--- config.mk ---
export PLATFORM = sky130hd
export DESIGN_NAME = lieat_exu_alu_pipe
export DESIGN_NICKNAME = d
export VERILOG_FILES = /design/src/rtl/lieat_alu_pkg.sv /design/src/rtl/lieat_alu_core.sv /design/src/rtl/lieat_exu_alu_pipe.sv
export SDC_FILE = /design/constraint.sdc
export NUM_CORES = 1
export LEC_CHECK = 0
export CORE_ASPECT_RATIO = 1.5
export CORE_MARGIN = 3
export CORE_UTILIZATION = 54
export CTS_CLUSTER_DIAMETER = 60
export DETAILED_ROUTE_END_ITERATION = 16
export PLACE_DENSITY = 0.87
export SYNTH_ARGS = -nofsm -noshare
export SYNTH_HDL_FRONTEND = slang
export SYNTH_SLANG_ARGS = --single-unit
--- constraint.sdc ---
create_clock -name clock -period 2.7 [get_ports clock]
set_input_delay 0.54 -clock clock [delete_from_list [all_inputs] [get_ports clock]]
set_output_delay 0.54 -clock clock [all_outputs]
set_load 0.02 [all_outputs]
--- src/rtl/lieat_alu_pkg.sv ---
// Shared op encoding and helpers for the registered EXU ALU.
package lieat_alu_pkg;

  localparam int ALU_OP_W = 12;

  // One-hot bit positions within the op vector
  localparam int ALU_ADD  = 0;
  localparam int ALU_SUB  = 1;
  localparam int ALU_XOR  = 2;
  localparam int ALU_OR   = 3;
  localparam int ALU_AND  = 4;
  localparam int ALU_SLL  = 5;
  localparam int ALU_SRL  = 6;
  localparam int ALU_SRA  = 7;
  localparam int ALU_SLT  = 8;
  localparam int ALU_SLTU = 9;
  localparam int ALU_LUI  = 10;
  localparam int ALU_EBRK = 11;

  function automatic logic [63:0] sext32(input logic [31:0] v);
    return {{32{v[31]}}, v};
  endfunction

endpackage

--- src/rtl/lieat_alu_core.sv ---
// Combinational ALU datapath: operand select, shared add/compare, bit-reverse shifter, word mode.
// Zero latency, no flow control; the caller registers the result.
module lieat_alu_core
  import lieat_alu_pkg::*;
#(
  parameter int XLEN = 32,
  parameter int SHW  = $clog2(XLEN)
) (
  input  logic [ALU_OP_W-1:0] op,
  input  logic                word,
  input  logic                pcsel,
  input  logic                immsel,
  input  logic [XLEN-1:0]     pc,
  input  logic [XLEN-1:0]     imm,
  input  logic [XLEN-1:0]     src1,
  input  logic [XLEN-1:0]     src2,
  output logic [XLEN-1:0]     result,
  output logic                ebreak
);

  localparam logic [XLEN-1:0] LO32 = XLEN'(64'h0000_0000_ffff_ffff);

  logic            word_mode;
  logic [XLEN-1:0] op1;
  logic [XLEN-1:0] op2;
  logic [XLEN-1:0] op1_sh;
  logic [SHW-1:0]  shamt;
  logic            is_sub;
  logic [XLEN:0]   add_a;
  logic [XLEN:0]   add_b;
  logic [XLEN:0]   add_res;
  logic [XLEN-1:0] sh_in;
  logic [XLEN-1:0] sh_out;
  logic [XLEN-1:0] srl_res;
  logic [XLEN-1:0] fill_src;
  logic [XLEN-1:0] fill;
  logic            sra_msb;
  logic [XLEN-1:0] res_raw;
  logic [XLEN-1:0] res_word;

  function automatic logic [XLEN-1:0] bit_rev(input logic [XLEN-1:0] v);
    logic [XLEN-1:0] r;
    for (int i = 0; i < XLEN; i++) r[i] = v[XLEN-1-i];
    return r;
  endfunction

  always_comb begin
    word_mode = (XLEN == 64) && word;
    op1       = pcsel  ? pc  : src1;
    op2       = immsel ? imm : src2;
    // Word ops see op1 zero-extended so SRLW shifts in zeros above bit 31
    op1_sh    = word_mode ? (op1 & LO32) : op1;
    shamt     = op2[SHW-1:0];
    if (word_mode) shamt[SHW-1] = 1'b0;

    // One XLEN+1 adder serves ADD/SUB and both compares; bit XLEN is the less-than flag
    is_sub  = op[ALU_SUB] | op[ALU_SLT] | op[ALU_SLTU];
    add_a   = {op[ALU_SLT] & op1[XLEN-1], op1};
    add_b   = {op[ALU_SLT] & op2[XLEN-1], op2};
    if (is_sub) add_b = ~add_b;
    add_res = add_a + add_b + {{XLEN{1'b0}}, is_sub};

    sh_in    = op[ALU_SLL] ? op1_sh : bit_rev(op1_sh);
    sh_out   = sh_in << shamt;
    srl_res  = bit_rev(sh_out);
    sra_msb  = word_mode ? op1[31] : op1[XLEN-1];
    fill_src = word_mode ? LO32 : '1;
    fill     = fill_src & ~(fill_src >> shamt) & {XLEN{sra_msb}};

    res_raw = ({XLEN{op[ALU_ADD] | op[ALU_SUB]}}   & add_res[XLEN-1:0])
            | ({XLEN{op[ALU_SLT] | op[ALU_SLTU]}}  & {{(XLEN-1){1'b0}}, add_res[XLEN]})
            | ({XLEN{op[ALU_XOR]}}                 & (op1 ^ op2))
            | ({XLEN{op[ALU_OR]}}                  & (op1 | op2))
            | ({XLEN{op[ALU_AND]}}                 & (op1 & op2))
            | ({XLEN{op[ALU_SLL]}}                 & sh_out)
            | ({XLEN{op[ALU_SRL]}}                 & srl_res)
            | ({XLEN{op[ALU_SRA]}}                 & (srl_res | fill))
            | ({XLEN{op[ALU_LUI]}}                 & op2);
    ebreak  = op[ALU_EBRK];
  end

  if (XLEN == 64) begin : g_word
    assign res_word = sext32(res_raw[31:0]);
  end else begin : g_noword
    assign res_word = res_raw;
  end

  assign result = word_mode ? res_word : res_raw;

endmodule

--- src/rtl/lieat_exu_alu_pipe.sv ---
// Registered EXU ALU: one output stage, result valid 1 cycle after input fire.
// i_ready = ~o_valid | o_ready; output holds while stalled; flush kills the stage and drops the input.
module lieat_exu_alu_pipe
  import lieat_alu_pkg::*;
#(
  parameter int XLEN  = 32,
  parameter int TAG_W = 4
) (
  input  logic                clock,
  input  logic                reset,
  input  logic                flush,
  input  logic                i_valid,
  output logic                i_ready,
  input  logic [ALU_OP_W-1:0] i_op,
  input  logic                i_word,
  input  logic                i_pcsel,
  input  logic                i_immsel,
  input  logic [XLEN-1:0]     i_pc,
  input  logic [XLEN-1:0]     i_imm,
  input  logic [XLEN-1:0]     i_src1,
  input  logic [XLEN-1:0]     i_src2,
  input  logic [TAG_W-1:0]    i_tag,
  output logic                o_valid,
  input  logic                o_ready,
  output logic [XLEN-1:0]     o_data,
  output logic [TAG_W-1:0]    o_tag,
  output logic                o_ebreak
);

  localparam int SHW = $clog2(XLEN);

  logic [XLEN-1:0]  core_res;
  logic             core_ebk;
  logic             fire;
  logic             valid_d, valid_q;
  logic [XLEN-1:0]  data_d, data_q;
  logic [TAG_W-1:0] tag_d, tag_q;
  logic             ebk_d, ebk_q;

  lieat_alu_core #(
    .XLEN (XLEN),
    .SHW  (SHW)
  ) u_core (
    .op     (i_op),
    .word   (i_word),
    .pcsel  (i_pcsel),
    .immsel (i_immsel),
    .pc     (i_pc),
    .imm    (i_imm),
    .src1   (i_src1),
    .src2   (i_src2),
    .result (core_res),
    .ebreak (core_ebk)
  );

  always_comb begin
    i_ready = ~valid_q | o_ready;
    fire    = i_valid & i_ready & ~flush;
    valid_d = valid_q;
    data_d  = data_q;
    tag_d   = tag_q;
    ebk_d   = ebk_q;
    if (fire) begin
      valid_d = 1'b1;
      data_d  = core_res;
      tag_d   = i_tag;
      ebk_d   = core_ebk;
    end else if (valid_q & o_ready) begin
      valid_d = 1'b0;
    end
    // Flush wins over a same-cycle fire or hold
    if (flush) valid_d = 1'b0;
  end

  always_ff @(posedge clock or posedge reset) begin
    if (reset) begin
      valid_q <= 1'b0;
      data_q  <= '0;
      tag_q   <= '0;
      ebk_q   <= 1'b0;
    end else begin
      valid_q <= valid_d;
      data_q  <= data_d;
      tag_q   <= tag_d;
      ebk_q   <= ebk_d;
    end
  end

  assign o_valid  = valid_q;
  assign o_data   = data_q;
  assign o_tag    = tag_q;
  assign o_ebreak = ebk_q;

endmodule

==> out/metrics.cfg, run 1 <==
[clocking]
cts_buffer_depth = 2
cts.sinks = 38
h-tree-depth = 2
cts_hold_buf = 0
root_buffer = clkbuf_16
cts_buffers = 5

[global_route]
grt_pass1_wl_mm = 122
grt_pass1_vias = 17800
track_usage = 0.859
overflow = 637
grt_max_degree = 39

[synth]
avgSynthCellArea_um2 = 7.96
synth_edf_count = 0
syn_area_um2 = 9030
synth_nets = 1382
seq_area_frac_synth = 0.105
synth-seq-cells = 38
synth_warnings = 0
synthArstFlopShare = 1.00
synth_cell_types = 79
synth_top_flop_cell = dfrtp_1
syn_inst = 1134

[place]
place_area_um2 = 13900
dp_hpwl_mm = 38.6
portBuffers = 189
dp_slack_ps = -1370
place_inst = 1800
place_congestion = 1.33

[floorplanning]
die_height_um = 164
start_util = 0.553
die_x_um = 112
ios = 191
rows = 57

[status]
outcome = stopped before the end
firstError = [ERROR GRT-0116] Global routing finished with congestion. Check the congestion regions in the DRC Viewer.
haltStage = 5_1_grt

[layer usage]
| metal | GRT usage | overflow |
|---|---|---|
| met1 | 0.795 | 7 |
| met2 | 1.06 | 407 |
| met3 | 0.697 | 23 |
| met4 | 0.929 | 198 |
| met5 | 0.414 | 2 |
[per-stage QoR]
stage          utilization  setup TNS (ps)
4_1_cts              0.943          -13890
3_5_place_dp         0.850          -35490
3_3_place_gp         0.850          -30820
2_1_floorplan            -          -14260
[cell usage after synthesis (18+ instances only)]
cell | instances | area share
mux2i_1 | 64 | 0.071
nand2_1 | 125 | 0.052
a221oi_1 | 22 | 0.021
o2111ai_1 | 18 | 0.017
mux2_2 | 63 | 0.079
o21ai_0 | 67 | 0.037
a21oi_1 | 72 | 0.040
nor2_1 | 101 | 0.042
dfrtp_1 | 38 | 0.11
nor3_1 | 22 | 0.012
clkbuf_1 | 48 | 0.020
mux4_2 | 31 | 0.077
ha_1 | 95 | 0.13
inv_1 | 69 | 0.029
xor2_1 | 20 | 0.019
xnor2_1 | 37 | 0.036
[what timing repair did]
action                     in CTS
gates resized for setup       288
setup buffers                  37
setup endpoints to repair      32
pin swaps                      89
gates cloned                    4
hold endpoints to repair        0
[logic make-up after synthesis]
family	synth area share
AO/OA/AOI/OAI	0.245
XOR/XNOR	0.0553
adder cells (fa/ha/maj)	0.134
buffers and inverters	0.0685
flip-flops	0.105
multiplexers	0.249
AND/OR/NAND/NOR	0.143
==> inputs of run 2 (changes only) <==
Settings changed: CORE_ASPECT_RATIO 1.5 to not set, CORE_UTILIZATION 54 to 40, CTS_CLUSTER_DIAMETER 60 to not set, PLACE_DENSITY 0.87 to not set, PLACE_DENSITY_LB_ADDON set to 0.15.
==> run 2 against run 1 <==
Effect of this change: the flow now finishes, with violations (DRC, setup timing); synthesized area unchanged; synthesized cell count unchanged.
==> out/metrics.cfg, run 2 <==
[synth]
synth_cell_types = 79  ; unchanged
synth_top_flop_cell = dfrtp_1
synthArstFlopShare = 1.00  ; unchanged
syn_area_um2 = 9030  ; unchanged
yosys.cell_count.top_type = nand2_1
syn_inst = 1134  ; unchanged
avgSynthCellArea_um2 = 7.96  ; unchanged
synth-seq-cells = 38  ; unchanged
synthTopCellsByArea = ha_1 13%, dfrtp_1 11%, mux2_2 7.9%
synth_commonest_cells = 125 x nand2_1, 101 x nor2_1, 95 x ha_1, 72 x a21oi_1, 69 x inv_1
synth_warnings = 0  ; unchanged
synth_nets = 1382  ; unchanged
synth_top_area_frac = 0.132  ; unchanged
seq_area_frac_synth = 0.105  ; unchanged
synth_edf_count = 0  ; unchanged
yosys.area.top_type = ha_1

[detailed_routing]
ant_nets = 0
routed-via-count = 12000
firstDrtPassIters = 12
drc_errors = 2
drtIter0Drc = 1098
wl_per_cell_um = 24.3
avgViaCountPerCell = 6.01
routed_wl_mm = 48.4

[clocking]
clkLatencyLatePin_ps = 290
root_buffer = clkbuf_16
cts_buffers = 5  ; unchanged
clkTransAtPathRegs_ps = 70
cts_buffer_depth = 2  ; unchanged
cts.sinks = 38  ; unchanged
cts_tree = yes
cts_hold_buf = 0  ; unchanged
h-tree-depth = 2  ; unchanged

[power_and_ir_drop]
combPwrFrac = 0.773
swShare = 0.436
sequentialPowerShare = 0.108
vdd_drop_max_mv = 0.247
leakage_nw = 7.28
power.density_nw_per_um2 = 409
power.switching_mw = 2.94
p_int_mw = 3.80
power.total_mw = 6.74
p_clk_frac = 0.118

[final_layout]
layout_commonest_cell = buf_4
syn2layout_area_growth_pct = 82.8
final_util = 0.749
fillers = 1640
layout_common_cells = 394 x buf_4, 175 x clkdlybuf4s50_1, 118 x nand2_1
largest_register_ffs = 32
antenna_cells = 0
fin_area_um2 = 16500
fin_nets = 1956
drive_gt1_frac = 0.460

[setup_path]
crit_chain = buf_12 -> buf_12 -> buf_12 -> buf_6 -> mux2_4 -> xnor2_2 -> ha_2 -> buf_4 -> nand2_2 -> o21ai_2 -> nor4_2 -> nor3_2 -> o211a_4 -> a31oi_4 -> xor2_1 -> o22ai_1 -> o22a_1
crit_path_max_incr_delay_ps = 350
critPathLaunchType = primary input
cp.required_ps = 2880
endpoint_kind = flip-flop
arrival_ps = 3620
critPathKind = primary input to flip-flop
slowest_stage = nor4_2
crit_top_cell = buf_12
crit_path_max_fanout = 6

[global_route]
grt_pass1_vias = 11200
overflow = 0
antenna_found_initial = 1
grt_pass1_wl_mm = 68.3
grt_max_degree = 39
track_usage = 0.368

[floorplanning]
ios = 191  ; unchanged
start_util = 0.410  ; -0.143
dieArea_um2 = 24400
die_height_um = 156  ; -4.9%
die_x_um = 156  ; +40%
core_um2 = 22000
rows = 54  ; -5.3%

[place]
dp_hpwl_mm = 38.0  ; -1.5%
portBuffers = 189  ; unchanged
place_area_um2 = 14400  ; +3.6%
place_congestion = 1.04  ; -22%

[timing]
worst_slack_ps = -738
slew_viol_final = 0
clock_skew_ps = 10.0
rsz0062_at_grt = true
tightest_slew_ps = 627
finalCritPeriodShare = 1.27
period_needed_ps = 3440
relSlewSlack = 0.580
hold_violations = 0
max_clock_freq_ghz = 0.291
setup_viol = 32

[status]
violations = DRC, setup timing
outcome = finished with violations

[hold_path]
hp-class = flip-flop to flip-flop

[flow_run]
maxCapViolCount = 0

[run 2: through the flow]
step / hold WS (ps) / std cells / setup WS (ps) / TNS, ps
floorplan: 606 / 1134 / -828 / -14260
global placement: 473 / 1928 / -1230 / -32440
detailed placement: 483 / 1928 / -1290 / -33930
CTS: 496 / 1963 / -756 / -16120
global route: 517 / 1989 / -770 / -17420
finish: 490 / 1989 / -738 / -15740
[run 2: logic make-up (layout without fill, tap and decap cells)]
kind of cell	after synthesis	in the layout	synth area share
adder cells (fa/ha/maj)	96	96	0.134
flip-flops	38	38	0.105
buffers and inverters	148	723	0.0685
AND/OR/NAND/NOR	301	301	0.143
multiplexers	170	170	0.249
XOR/XNOR	57	57	0.0553
AO/OA/AOI/OAI	324	324	0.245
[run 2: worst paths after layout]
kind	startpoint	endpoint	slack, ps	depth (start not counted)
max	i_immsel	o_data[30]	-740	17
min	o_data[1]	o_data[1]	490	1
max reg2reg	o_valid	o_data[20]	340	10
min reg2reg	o_data[1]	o_data[1]	490	1
max in group asynchronous	reset	o_data[3]	1650	3
min in group asynchronous	reset	o_valid	690	3
[run 2: per-layer routing]
metal	share of wire	vias to the layer above	GRT usage
met5	0.00027	-	0
met4	0.053	2	0.141
met3	0.097	149	0.0752
met2	0.45	683	0.578
met1	0.40	5755	0.498
li1	-	5363	-
[run 2: power by group through the flow]
stage,combinational [mW],sequential [mW],clock (mW)
global placement,4.14,0.737,0
detailed placement,4.19,0.741,0
global route,5.44,0.742,0.830
floorplan,1.98,0.850,0
CTS,4.60,0.731,0.802
finish,5.21,0.731,0.799
[run 2: area by class of cell]
class / instances / area, µm² / area share
multi-input combinational: 948 / 9000 / 0.545
timing repair buffer: 642 / 5710 / 0.346
sequential: 38 / 951 / 0.0576
tap: 280 / 350 / 0.0212
inverter: 73 / 292 / 0.0177
clock buffer: 6 / 139 / 0.00842
clock inverter: 2 / 60.1 / 0.00364
[run 2: what timing repair did]
| item | in CTS | in global routing |
|---|---|---|
| cloned | 3 | 0 |
| endpoints found under the hold margin | 0 | 0 |
| buffers inserted | 27 | 37 |
| pin swaps | 66 | 108 |
| setup endpoints to repair | 32 | 32 |
| gates resized for setup | 151 | 172 |
[run 2: critical path, delay by kind of cell]
family                     cells  cell delay [ps]
muxes                          1              320
xor gates and xnor gates       2              330
buffers and inverters          5              680
AOI/OAI and AO/OA              5              860
and+or+nand+nor                3              550
adders and majority gates      1              300
(Power assumes the default switching activity.)
==> inputs of run 3 (changes only) <==
Settings changed: CORE_MARGIN 3 to 2, SLEW_MARGIN set to 20.
==> run 3 against run 2 <==
Effect of this change: the flow finishes with violations (setup timing); core utilization decreased by 1.0 points; register-to-register slack improved by 60 ps; critical path depth rose by 1; worst setup slack worse by 170 ps; largest cell class unchanged; sequential share of layout area grew 0.098 points; critical endpoint unchanged; routed wire length is 3.2% lower; non-clock buffer count is 1 lower; via count shrank 1.5%; flip-flop and latch count unchanged; total power is 3.3% lower.
==> out/metrics.cfg, run 3 (same netlist as run 2, synthesis figures left out) <==
[status]
outcome = finished with violations
violations = setup timing

[global_route]
track_usage = 0.379  ; +0.0114
grt_max_degree = 39  ; unchanged
grt_pass1_wl_mm = 68.7  ; +0.54%
grt_pass1_vias = 11500  ; +1.9%
overflow = 0  ; unchanged
antenna_found_initial = 0  ; -1

[setup_path]
crit_path_max_fanout = 5  ; -1
critPathLaunchType = primary input
critPathKind = primary input to flip-flop
endpoint_kind = flip-flop
cp.required_ps = 2880  ; about the same
arrival_ps = 3780  ; +160 ps

[timing]
clock_skew_ps = 6.17  ; -3.85 ps
setup_viol = 32  ; unchanged
tightest_slew_ps = 554  ; -73.0 ps
slew_viol_final = 0  ; unchanged
setup-tns-final_ps = -18630  ; -2880 ps
holdWs_ps = 489  ; -1.28 ps
worst_slack_ps = -903  ; -165 ps
max_clock_freq_ghz = 0.278  ; -4.6%
finalCritPeriodShare = 1.33  ; +0.0611
relSlewSlack = 0.631  ; +0.0501
period_needed_ps = 3600  ; +165 ps
hold_violations = 0  ; unchanged
rsz0062_at_grt = true

[clocking]
cts_hold_buf = 0  ; unchanged
clkTransAtPathRegs_ps = 60  ; about the same
cts_buffers = 5  ; unchanged
cts_buffer_depth = 2  ; unchanged
root_buffer = clkbuf_16
cts.sinks = 38  ; unchanged
clkLatencyLatePin_ps = 280  ; about the same
h-tree-depth = 2  ; unchanged
cts_tree = yes

[final_layout]
syn2layout_area_growth_pct = 79.7
layout_commonest_cell = buf_4
final_util = 0.739  ; -0.0102
fin_nets = 1955  ; -0.051%
drive_gt1_frac = 0.439  ; -0.0208
antenna_cells = 0  ; unchanged
fillers = 1626  ; -0.85%
fin_area_um2 = 16200  ; -1.7%
largest_register_ffs = 32  ; unchanged
layout_common_cells = 396 x buf_4, 167 x clkdlybuf4s50_1, 121 x nand2_1

[floorplanning]
core_um2 = 22000  ; -0.31%
die_x_um = 154  ; -1.3%
start_util = 0.411  ; +0.00126
rows = 54  ; unchanged
dieArea_um2 = 23800  ; -2.5%
ios = 191  ; unchanged
die_height_um = 154  ; -1.3%

[detailed_routing]
ant_nets = 0  ; unchanged
routed-via-count = 11800  ; -1.5%
drtIter0Drc = 1014  ; -7.7%
firstDrtPassIters = 6  ; -6
avgViaCountPerCell = 5.92  ; -1.5%
routed_wl_mm = 46.9  ; -3.2%
drc_errors = 0  ; -2
wl_per_cell_um = 23.6  ; -3.1%

[power_and_ir_drop]
leakage_nw = 7.23  ; -0.63%
power.total_mw = 6.52  ; -3.3%
power.density_nw_per_um2 = 402  ; -1.7%
vdd_drop_max_mv = 0.331  ; +34%

[hold_path]
hp-class = flip-flop to flip-flop

[place]
portBuffers = 189  ; unchanged
place_area_um2 = 14300  ; -0.49%
dp_hpwl_mm = 36.8  ; -3.3%
place_congestion = 1.03  ; -0.75%

[flow_run]
maxCapViolCount = 0  ; unchanged

## run 3: cell types whose count changed in the layout (fill, tap and decap cells not counted), moves of 6 or more
| cell | before | now |
|---|---|---|
| mux2i_4 | 14 | 7 |
| nor2_2 | 13 | 3 |
| clkdlybuf4s50_1 | 175 | 167 |
| mux2i_1 | 46 | 54 |
| nor2_1 | 83 | 94 |
| dlygate4sd2_1 | 6 | 12 |
## run 3: per-layer routing
layer,GRT usage,vias to the layer above,wire (µm)
met3,0.0527,109,4140
li1,-,5366,-
met1,0.518,5648,19300
met5,0,-,0
met2,0.606,644,21200
met4,0.149,0,2240
## run 3: worst max-delay path: stages
cell and delay, ps:
buf_12 120, buf_12 140, buf_6 120, buf_4 130
mux2i_4 180, xor2_1 170, ha_2 370, nand2_1 90
buf_4 140, o31a_1 320, nor3_1 240, o2111a_1 330
o211a_1 240, buf_6 130, a31oi_4 90, xor2_1 160
o22ai_1 80, o22a_1 160
## run 3: final timing paths
check	from	slack [ps]	endpoint	cells past startpoint
worst max-delay path	i_immsel	-900	o_data[30]	18
worst min-delay path	o_data[1]	490	o_data[1]	1
worst max register to register	o_valid	400	o_data[13]	9
worst min register to register	o_data[1]	490	o_data[1]	1
max in group asynchronous	reset	1670	o_data[20]	3
min in group asynchronous	reset	680	o_tag[1]	3
## run 3: cell type report
type / count / area (µm²) / share of cell area
sequential: 38 / 951 / 0.0586
tap: 280 / 350 / 0.0216
timing repair buffer: 641 / 5650 / 0.349
inverter: 73 / 288 / 0.0177
multi-input combinational: 948 / 8810 / 0.543
clock buffer: 5 / 125 / 0.00771
clock inverter: 3 / 45.0 / 0.00278
## run 3: report_power, final
| part | leakage (nW) | internal (mW) | switching (mW) | total (mW) |
|---|---|---|---|---|
| Clock | 0.0760 | 0.436 | 0.246 | 0.681 |
| Combinational | 6.78 | 2.53 | 2.58 | 5.11 |
| Sequential | 0.379 | 0.668 | 0.0614 | 0.729 |
## run 3: repair_timing
action / 4_1_cts / 5_1_grt
pin swaps: 96 / 73
setup endpoints to repair: 32 / 32
gates cloned: 2 / 2
buffers inserted: 48 / 18
gates resized for setup: 193 / 90
## run 3: per-stage QoR
stage                     instances  setup slack [ps]
after global routing           1988              -990
final                          1988              -903
after floorplan                1134              -828
after CTS                      1975              -827
after detailed placement       1922             -1330
after global placement         1922             -1310
==> inputs of run 4 (changes only) <==
Settings changed: GPL_ROUTABILITY_DRIVEN set to 0, PLACE_DENSITY set to 0.65, PLACE_DENSITY_LB_ADDON 0.15 to not set.
==> run 4 against run 3 <==
Effect of this change: the flow still finishes with violations (setup timing); final area is 1.2% higher; sequential share of layout area decreased by 0.071 points; clock-buffer cell count unchanged; critical path type unchanged; worst setup slack better by 200 ps; register-to-register slack lost 200 ps; critical endpoint is now o_data[20]; clock power grew 15%; combinational power increased by 2%.
==> out/metrics.cfg, run 4 (same netlist as run 2, synthesis figures left out) <==
[status]
outcome = finished with violations
violations = setup timing

[clocking]
clkTransAtPathRegs_ps = 60  ; about the same
cts.sinks = 38  ; unchanged
root_buffer = clkbuf_16
cts_hold_buf = 0  ; unchanged
clkLatencyLatePin_ps = 290  ; about the same
cts_buffer_depth = 2  ; unchanged
h-tree-depth = 2  ; unchanged
cts_buffers = 5  ; unchanged
cts_tree = yes

[floorplanning]
ios = 191  ; unchanged
die_height_um = 154  ; unchanged
die_x_um = 154  ; unchanged
rows = 54  ; unchanged
core_um2 = 22000  ; unchanged
start_util = 0.411  ; unchanged
dieArea_um2 = 23800  ; unchanged

[global_route]
grt_pass1_vias = 12100  ; +5.6%
grt_max_degree = 39  ; unchanged
grt_pass1_wl_mm = 68.7  ; about the same
antenna_found_initial = 0  ; unchanged
overflow = 0  ; unchanged
track_usage = 0.369  ; -0.00965

[setup_path]
arrival_ps = 3580  ; -200 ps
critPathKind = primary input to flip-flop
r2r_start = o_valid
cp.required_ps = 2880  ; about the same
critPathLaunchType = primary input
crit_path_max_fanout = 7  ; +2
worstSetupEndpoint = o_data[20]
r2r_slack_ps = 200  ; -200 ps
crit_path_max_incr_delay_ps = 380  ; about the same
slowest_stage = mux2_2
r2r_cells = 9  ; unchanged
endpoint_kind = flip-flop
startpoint = i_immsel
reg2reg_to = o_data[23]
crit_chain = buf_12 -> buf_12 -> buf_6 -> mux2_2 -> xnor2_2 -> ha_4 -> o211a_1 -> a211oi_2 -> a211oi_2 -> buf_4 -> o21ba_4 -> a211oi_4 -> xnor2_2 -> a221oi_2 -> o21ai_1 -> o21a_1

[final_layout]
layout_commonest_cell = buf_4
fin_nets = 1939  ; -0.82%
largest_register_ffs = 32  ; unchanged
final_util = 0.748  ; +0.00906
drive_gt1_frac = 0.456  ; +0.0166
syn2layout_area_growth_pct = 81.9
antenna_cells = 0  ; unchanged
layout_common_cells = 383 x buf_4, 122 x clkdlybuf4s50_1, 116 x nand2_1

[place]
portBuffers = 189  ; unchanged
dp_hpwl_mm = 34.2  ; -6.9%

[power_and_ir_drop]
leakage_nw = 7.33  ; +1.3%
power.density_nw_per_um2 = 409  ; +1.9%
combPwrFrac = 0.774  ; -0.010
p_int_mw = 3.71  ; +2.2%
swShare = 0.448  ; +0.00486
power.switching_mw = 3.01  ; +4.3%
sequentialPowerShare = 0.110  ; -0.002
p_clk_frac = 0.117  ; +0.013
vdd_drop_max_mv = 0.248  ; -25%
power.total_mw = 6.72  ; +3.1%

[detailed_routing]
ant_nets = 0  ; unchanged
routed_wl_mm = 48.5  ; +3.4%
avgViaCountPerCell = 6.42  ; +8.5%
firstDrtPassIters = 9  ; +3
drc_errors = 0  ; unchanged
drtIter0Drc = 1592  ; +57%
routed-via-count = 12700  ; +7.6%
wl_per_cell_um = 24.6  ; +4.3%

[timing]
rsz0062_at_grt = true
relSlewSlack = 0.594  ; -0.0367
clock_skew_ps = 8.98  ; +2.81 ps
hold_violations = 0  ; unchanged
slew_viol_final = 0  ; unchanged
finalCritPeriodShare = 1.26  ; -0.0749
tightest_slew_ps = 607  ; +52.9 ps
worst_slack_ps = -701  ; +202 ps
setup_viol = 32  ; unchanged
period_needed_ps = 3400  ; -202 ps
max_clock_freq_ghz = 0.294  ; +5.9%

[flow_run]
maxCapViolCount = 0  ; unchanged

[hold_path]
hp-class = flip-flop to flip-flop

==> run 4: cell types whose count changed in the layout (fill, tap and decap cells not counted), sizes merged <==
cell / previous run / this run
buf: 457 / 440
dlymetal6s2s: 4 / 8
clkinvlp: 2 / 1
bufinv: 1 / 2
clkbuf: 6 / 8
dlygate4sd2: 12 / 51
clkdlybuf4s50: 167 / 122
bufbuf: 0 / 1
==> run 4: power groups by stage <==
stage,clock network (mW),logic [mW],registers (mW)
2_1_floorplan,0,1.98,0.850
3_3_place_gp,0,3.94,0.740
3_5_place_dp,0,4.01,0.745
4_1_cts,0.790,4.51,0.735
5_1_grt,0.812,5.39,0.748
6_report,0.784,5.20,0.737
==> run 4: cell type report <==
class | count | area (µm²)
flip-flops and latches | 38 | 951
fillers | 1420 | 5540
repair buffers | 625 | 5560
inverters | 73 | 285
clock buffers | 5 | 125
clock inverters | 3 | 68.8
multi-input cells | 948 | 9080
well taps | 280 | 350
==> run 4: worst min path at each step <==
stage                from          to  slack, ps  cells after the start
6_report       o_data[19]  o_data[19]        490                      1
2_1_floorplan       flush     o_valid        610                      1
3_3_place_gp   o_data[19]  o_data[19]        470                      1
4_1_cts        o_data[19]  o_data[19]        500                      1
3_5_place_dp   o_data[19]  o_data[19]        480                      1
5_1_grt        o_data[19]  o_data[19]        510                      1
==> run 4: layer usage <==
metal / share of wire / vias to the layer above / routed length (µm) / global-route usage
met5: 0 / - / 0 / 0
met4: 0.083 / 0 / 4010 / 0.197
met3: 0.12 / 304 / 6020 / 0.0927
met2: 0.44 / 1025 / 21300 / 0.580
met1: 0.35 / 5997 / 17200 / 0.468
li1: - / 5335 / - / -
==> run 4: per-stage QoR <==
stage	worst slack, ps	std cells	instance area [µm²]	hold slack, ps	setup TNS, ps
floorplan	-828	1134	9450	606	-14260
global placement	-1210	1907	14200	474	-32580
detailed placement	-1320	1907	14200	482	-34420
CTS	-586	1956	15600	495	-10480
global route	-772	1972	16400	509	-16340
finish	-701	1972	16400	494	-14520
==> run 4: repair_timing <==
| action | in CTS | in global routing |
|---|---|---|
| gates resized for setup | 254 | 130 |
| gates cloned | 3 | 1 |
| setup endpoints to repair | 32 | 32 |
| pin swaps | 80 | 87 |
| buffers inserted | 39 | 17 |
==> run 4: worst max-delay path: cells and delay by family <==
family | cells | cell delay, ps
muxes | 1 | 380
adders and majority gates | 1 | 240
AOI/OAI and AO/OA | 8 | 1550
xor gates and xnor gates | 2 | 310
buffers and inverters | 4 | 530
